### src/rtl/fifo_rd_framer_pkg.sv
// Shared PUSCH framing constants and the read-framer state encoding.
package fifo_rd_framer_pkg;

    localparam int PUSCH_PKT_LEN = 3276;   // words per OFDM symbol packet
    localparam int PUSCH_SYM_NUM = 14;     // symbols per slot

    localparam logic [1:0] ST_IDLE  = 2'd0;
    localparam logic [1:0] ST_RUN   = 2'd1;
    localparam logic [1:0] ST_DRAIN = 2'd2;

    typedef enum logic [1:0] {
        S_IDLE  = ST_IDLE,
        S_RUN   = ST_RUN,
        S_DRAIN = ST_DRAIN
    } state_t;

endpackage

### src/rtl/fifo_rd_framer_skid.sv
// Two-entry in-order buffer; entry 0 is always the head.
module skid_buf2 #(
    parameter int W = 8
) (
    input  logic         clk,
    input  logic         rst_n,
    input  logic         clr,
    input  logic         push,
    input  logic         pop,
    input  logic [W-1:0] din,
    output logic [1:0]   occ,
    output logic [W-1:0] head
);

    logic [W-1:0] mem [2];
    logic         wr_idx;

    // A simultaneous pop from one entry lands the new word straight in the head slot.
    assign wr_idx = ~((occ == 2'd0) | ((occ == 2'd1) & pop));
    assign head   = mem[0];

    // Storage: shift on pop, then write the incoming word at the tail.
    always_ff @(posedge clk or negedge rst_n) begin
        if (!rst_n) begin
            mem[0] <= '0;
            mem[1] <= '0;
        end else begin
            if (pop)
                mem[0] <= mem[1];
            if (push)
                mem[wr_idx] <= din;
        end
    end

    // Occupancy: push and pop together leave it unchanged.
    always_ff @(posedge clk or negedge rst_n) begin
        if (!rst_n)
            occ <= 2'd0;
        else if (clr)
            occ <= 2'd0;
        else if (push & ~pop)
            occ <= occ + 2'd1;
        else if (pop & ~push)
            occ <= occ - 2'd1;
    end

endmodule

### src/rtl/fifo_rd_framer.sv
// Read-side framer: pops the show-ahead FIFO, tags sop/eop/symbol index,
// and streams words out through a 2-entry buffer with packet-aligned start/stop.
module fifo_rd_framer
    import fifo_rd_framer_pkg::*;
#(
    parameter int DATA_WIDTH = 64,
    parameter int PKT_LEN    = PUSCH_PKT_LEN,
    parameter int SYM_NUM    = PUSCH_SYM_NUM
) (
    input  logic                       clk,
    input  logic                       rst_n,
    input  logic                       en,
    input  logic                       clr,
    input  logic [DATA_WIDTH-1:0]      fifo_dout,
    input  logic                       fifo_empty,
    output logic                       fifo_rd_en,
    output logic [DATA_WIDTH-1:0]      m_data,
    output logic                       m_valid,
    input  logic                       m_ready,
    output logic                       m_sop,
    output logic                       m_eop,
    output logic [$clog2(SYM_NUM)-1:0] m_sym_idx,
    output logic                       busy,
    output logic [15:0]                underrun_cnt
);

    localparam int SYM_W = $clog2(SYM_NUM);
    localparam int CNT_W = $clog2(PKT_LEN);
    localparam int ENT_W = DATA_WIDTH + 2 + SYM_W;
    localparam logic [CNT_W-1:0] CNT_LAST = CNT_W'(PKT_LEN - 1);
    localparam logic [SYM_W-1:0] SYM_LAST = SYM_W'(SYM_NUM - 1);

    state_t           state, state_nxt;
    logic [CNT_W-1:0] word_cnt;
    logic [SYM_W-1:0] sym_idx;
    logic [1:0]       occ;
    logic             pop_word, last_word, retire, pkt_done;
    logic [ENT_W-1:0] push_ent, head;

    // Pops depend only on registered state/occ, so m_ready never feeds the FIFO read port.
    assign fifo_rd_en = (state != S_IDLE) & ~fifo_empty & (occ != 2'd2) & ~clr;
    assign pop_word   = fifo_rd_en;
    assign last_word  = (word_cnt == CNT_LAST);
    assign retire     = m_valid & m_ready;
    assign m_valid    = (occ != 2'd0);
    assign busy       = (state != S_IDLE) | m_valid;

    assign push_ent = {(word_cnt == '0), last_word, sym_idx, fifo_dout};
    assign {m_sop, m_eop, m_sym_idx, m_data} = head;

    skid_buf2 #(.W(ENT_W)) u_buf (
        .clk   (clk),
        .rst_n (rst_n),
        .clr   (clr),
        .push  (pop_word),
        .pop   (retire),
        .din   (push_ent),
        .occ   (occ),
        .head  (head)
    );

    // Packet boundary reached after this cycle: either nothing in flight, or the eop is popping now.
    // A sop popped in the same cycle en falls sends RUN to DRAIN so the packet is completed.
    assign pkt_done = ((word_cnt == '0) & ~pop_word) | (pop_word & last_word);

    // Next-state logic.
    always_comb begin
        state_nxt = state;
        case (state)
            S_IDLE:  if (en) state_nxt = S_RUN;
            S_RUN:   if (!en) state_nxt = pkt_done ? S_IDLE : S_DRAIN;
            S_DRAIN: begin
                if (en)
                    state_nxt = S_RUN;
                else if (pop_word & last_word)
                    state_nxt = S_IDLE;
            end
            default: state_nxt = S_IDLE;
        endcase
    end

    // State register.
    always_ff @(posedge clk or negedge rst_n) begin
        if (!rst_n)
            state <= S_IDLE;
        else if (clr)
            state <= S_IDLE;
        else
            state <= state_nxt;
    end

    // Word and symbol counters advance on each pop.
    always_ff @(posedge clk or negedge rst_n) begin
        if (!rst_n) begin
            word_cnt <= '0;
            sym_idx  <= '0;
        end else if (clr) begin
            word_cnt <= '0;
            sym_idx  <= '0;
        end else if (pop_word) begin
            if (last_word) begin
                word_cnt <= '0;
                sym_idx  <= (sym_idx == SYM_LAST) ? '0 : sym_idx + 1'b1;
            end else begin
                word_cnt <= word_cnt + 1'b1;
            end
        end
    end

    // Underrun: mid-packet, FIFO empty and nothing left to present downstream.
    always_ff @(posedge clk or negedge rst_n) begin
        if (!rst_n)
            underrun_cnt <= '0;
        else if (clr)
            underrun_cnt <= '0;
        else if ((state != S_IDLE) && (word_cnt != '0) && fifo_empty && (occ == 2'd0)
                 && (underrun_cnt != 16'hFFFF))
            underrun_cnt <= underrun_cnt + 16'd1;
    end

endmodule

### config.mk
export PLATFORM = sky130hd
export DESIGN_NAME = fifo_rd_framer
export DESIGN_NICKNAME = d
export VERILOG_FILES = /design/src/rtl/fifo_rd_framer_pkg.sv /design/src/rtl/fifo_rd_framer_skid.sv /design/src/rtl/fifo_rd_framer.sv
export SDC_FILE = /design/constraint.sdc
export NUM_CORES = 1
export LEC_CHECK = 0
export CAP_MARGIN = 10
export CORE_UTILIZATION = 47
export DETAILED_ROUTE_END_ITERATION = 8
export GPL_TIMING_DRIVEN = 0
export PLACE_DENSITY = 0.76
export SETUP_SLACK_MARGIN = 0.15
export SKIP_CTS_REPAIR_TIMING = 1
export SLEW_MARGIN = 20
export SYNTH_ARGS = -nofsm -noshare
export SYNTH_HDL_FRONTEND = slang
export SYNTH_SLANG_ARGS = --single-unit
### constraint.sdc
create_clock -name clk -period 2 [get_ports clk]
set_input_delay 0.6 -clock clk [delete_from_list [all_inputs] [get_ports clk]]
set_output_delay 0.6 -clock clk [all_outputs]
set_load 0.01 [all_outputs]
# --- Word-level counts from Yosys, hierarchy flattened ---
# Index checks and enable logic that the tools add are counted.
op_classes:
  n_addsub: 5
  multipliers: 0
  div: 0
  n_lt_le_gt_ge: 2
  n_eq_ne: 10
  shift: 0
  muxes: 24
  bitwise: 18
  reduce_logical: 17
ops:
  columns: ["operator", "n"]
  rows:
  - ["$bwmux 140", 1]
  - ["$mux 140", 1]
  - ["$mux 70", 2]
  - ["$demux 70 s1", 1]
  - ["$mux 12", 3]
  - ["$mux 16", 2]
  - ["$mux 2", 9]
  - ["$add 16x1->16 const B", 1]
  - ["$mux 4", 4]
  - ["$ne 16x16->1 const B", 1]
  - ["$add 12x1->12 const B", 1]
  - ["$eq 12x12->1 const B", 1]
  - ["$logic_not 12->1", 1]
  - ["$reduce_bool 12->1", 1]
  - ["$reduce_bool 2->1", 5]
  - ["$and 1x1->1", 9]
  - ["$ne 3x3->1 const B", 2]
  - ["$pmux 2 s3", 1]
  - ["$logic_and 1x1->1", 5]
  - ["$not 1->1", 5]
  - ["$add 4x1->4 const B", 1]
  - ["$eq 2x1->1 const B", 2]
  - ["$eq 4x4->1 const B", 1]
  - ["$logic_not 2->1", 2]
  - ["12 further kinds", 14]
word_totals:
  regBits: 176
  latchBits: 0
  ram_bits: 0
  rom_bits: 0
  elab_cells: 83
  memories: 0

# --- Longest topological paths before layout ---
logic_depth:
  ltp_word: 12
  mapped_depth: 9
  depth_no_buf: 8

# --- Modules after synthesis ---
# A second synthesis with hierarchy kept.
unflattened:
  cells_unflattened: 677
  hier_area_um2: 9018.6
modules_own_cells:
  columns: ["mod", "instances", "cells_per_inst", "area_per_inst_um2"]
  rows:
  - ["skid_buf2", 1, 460, 6989.2]
  - ["fifo_rd_framer", 1, 217, 2029.4]

# --- Worst setup path after synthesis ---
# Ideal clock, no wire load.
synth_path:
  path_type: "input -> register"
  start: "input port fifo_empty"
  end: "register with a tool-made name"
  setup_ns: 0.125
  t_arrival_ns: 2.079
  required_time_ns: 1.875
  setup_slack_ns: -0.204
  cell_stages: 7
  path_buffers: 2
  path_cell_list: "or2_1 -> or3_1 -> inv_2 -> and2_1 -> buf_4 -> buf_6 -> mux2_2"
synth_rtl:
  columns: ["item", "line", "rtl"]
  rows:
  - ["start: declaration", "fifo_rd_framer.sv:15", "input logic fifo_empty,"]

# --- Worst setup path in the final report ---
layout_path:
  start: "register u_buf.occ[1]"
  end: "output port fifo_rd_en"
layout_between:
  elab_chain_cells: 3
layout_rtl:
  columns: ["item", "line", "rtl"]
  rows:
  - ["start: declaration", "fifo_rd_framer_skid.sv:11", "output logic [1:0] occ,"]
  - ["start signal: assignment", "fifo_rd_framer_skid.sv:42", "occ <= occ + 2'd1;"]
  - ["start signal: assignment", "fifo_rd_framer_skid.sv:44", "occ <= occ - 2'd1;"]
  - ["$ne 2x2->1", "fifo_rd_framer.sv:41", "assign fifo_rd_en = (state != S_IDLE) & ~fifo_empty & (occ != 2'd2) & ~clr;"]
  - ["$and 1x1->1 (2 in a row)", "fifo_rd_framer.sv:41", null]
  - ["end: declaration", "fifo_rd_framer.sv:16", "output logic fifo_rd_en,"]
# Every way passes these cells.

==> flow_summary.ini <==
[global_route]
grt_pass1_wl_microns = 29800
grt_usage_pct = 20.7
grt_antenna_before_repair = 0
grt_max_degree = 100
grt-ovfl-total = 0
grt_pass1_vias = 5848

[synth]
synth_area_sq_mm = 0.00844
synth_cell_types = 53
syn_avg_cell_area_sq_um = 11.3
ys_ff_latch = 176
synth_edf_count = 0
synthCells = 748
seq_area_frac_synth_pct = 52.2
yosys_warnings = 0
synthesis.nets = 826
synth_flop_cell = dfrtp_1
synthArstFlopShare_pct = 100

[setup_path]
crit_type = register to output pin
crit_path_start_kind = register
end_kind = output pin
ff2ff_path_depth = 9
cp.arrival_ns = 1.93
crit_path_max_fanout = 4
cp_data_required_time_ns = 1.40

[layout]
final_cell_mix = dfrtp_1, buf_4, dlymetal6s2s_1
fillers = 1172
final_cell_count_no_fill = 1230
syn2layout_area_growth_pct = 48.5
drive_gt1_share_pct = 32.9
final_common_cell = dfrtp_1
nets = 1070
diodes = 0

[die]
initial_core_util_pct = 48.5
core-area_sq_mm = 0.0174
design.die.area_sq_mm = 0.0185
top_level_ports = 159
die_w_microns = 136
die_h_microns = 136
rows = 48

[sta]
worst_slack_ns = -0.529
slew_headroom_pct = 57.8
fmax_ghz = 0.395
setup-tns-final_ns = -53.67
setup_viol = 155
worstMarginPinSlew_ns = 0.631
layout_min_cycle_time_ns = 2.53
rsz0062_at_grt = true
hold_viol = 0
fin_crit_sh_pct = 126
maxSlewViolCount = 0
skew_ns = 0.00644

[detailed_routing]
wl_microns = 22000
dr.pass1.iters = 5
vias_per_cell = 5.29
ant_nets = 0
wl_per_cell_microns = 17.9
drcViolationCount = 0
drtIter0Drc = 245
routed-via-count = 6511

[placement]
numPortBuffers = 158
place.gp.congestion = 0.849
dp_cells = 1132
hpwl_microns = 12400

[power]
total_power_mw = 13.8
power_density_mw_per_mm2 = 1100
p_leak_nw = 6.53
vdd_ir_drop_max_mv = 0.658

[clocking]
cts_tree = yes
clk_path_buf_depth = 2
cts_made_buffers = 17
clk_latency_ns = 0.43
clock-root-buffer = clkbuf_16
clkTransAtPathRegs_ns = 0.07
clkSinkCount = 176
htreeDepth = 4

[worst_hold_path]
min_path_type = input port to asynchronous set/reset pin

[flow_run]
max_cap_viol_count = 0

[status]
violations = setup timing
outcome = finished, violations left
worst paths after layout:
kind | from | end | slack (ns)
setup / recovery | u_buf.occ[1] | fifo_rd_en | -0.53
hold / removal | rst_n | u_buf.head[11] | 0.15
setup reg to reg | u_buf.occ[1] | register | -0.52
hold reg to reg | register | register | 0.51
max in group asynchronous | rst_n | asynchronous set/reset pin | 0.95
min in group clk | register | register | 0.51
area by class of cell:
type	count	area [sq um]	area share, %
multi-input cells	459	3590	28.6
repair buffers	224	2710	21.7
plain buffers	106	955	7.62
inverters	8	32.5	0.260
flip-flops and latches	176	4420	35.2
clock inverters	13	103	0.819
clock buffers	19	443	3.53
well taps	225	282	2.25
synth_stat cells, types with 2 or more instances:
library cell	instances	share of area, %
xor2_1	4	0.41
nor4_1	11	0.82
buf_6	7	0.93
a31oi_1	4	0.30
and3_1	3	0.22
nor2b_1	2	0.15
a21oi_1	10	0.59
o21ai_0	73	4.3
clkbuf_1	16	0.71
ha_1	8	1.2
nand2b_1	3	0.22
nor3_1	5	0.30
mux2i_1	72	8.5
o211ai_1	2	0.18
mux2_1	6	0.80
nand3_1	10	0.59
o31ai_1	2	0.18
nor2_1	28	1.2
xnor2_1	18	1.9
buf_4	78	6.9
nand2_1	90	4.0
nand4_1	11	0.82
and2_1	2	0.15
clkbuf_2	3	0.18
or2_2	2	0.15
a21o_1	2	0.18
nor4b_1	3	0.31
dfrtp_1	176	52
and4_1	3	0.31
inv_1	7	0.31
mux2_2	64	8.5
or4_1	2	0.18
layer usage:
layer,GRT usage (%),wire [microns],vias to the layer above
met4,6.11,296,0
met5,0,0,-
met1,28.4,9390,3235
li1,-,-,3040
met3,3.95,1090,25
met2,33.2,11200,211
critical path, stage by stage (launching register included):
cell and delay (ns):
dfrtp_2 0.45, ha_4 0.17, or2_4 0.24, or3_4 0.44
inv_4 0.10, buf_6 0.10
power by group:
part	switching [mW]	internal [mW]	leakage (nW)
Sequential	0.673	4.80	2.26
Clock	1.48	1.64	0.254
Combinational	2.02	3.20	4.01
Total	4.18	9.64	6.53
metrics by stage:
stage | area, sq um | worst slack, ns | hold slack, ns | util [%]
after floorplan | 8480 | -0.112 | 0.304 | -
after global placement | 10300 | -7.01 | 0.471 | 59.4
after detailed placement | 10400 | -0.978 | 0.475 | 59.6
after CTS | 10900 | -0.970 | 0.160 | 62.7
after global routing | 12500 | -0.570 | 0.187 | 72.0
final | 12500 | -0.529 | 0.150 | 72.0
cell families (layout without fill, tap and decap cells):
| family | after synthesis | in the layout | synth area share (%) |
|---|---|---|---|
| compound gates | 99 | 99 | 6.30 |
| flops | 176 | 176 | 52.2 |
| xor+xnor | 22 | 22 | 2.28 |
| simple gates | 186 | 187 | 10.7 |
| buf+inv | 114 | 370 | 9.35 |
| fa+ha+maj | 9 | 9 | 1.30 |
| mux | 142 | 142 | 17.9 |
Note: power is estimated with default switching activity, not from simulation.
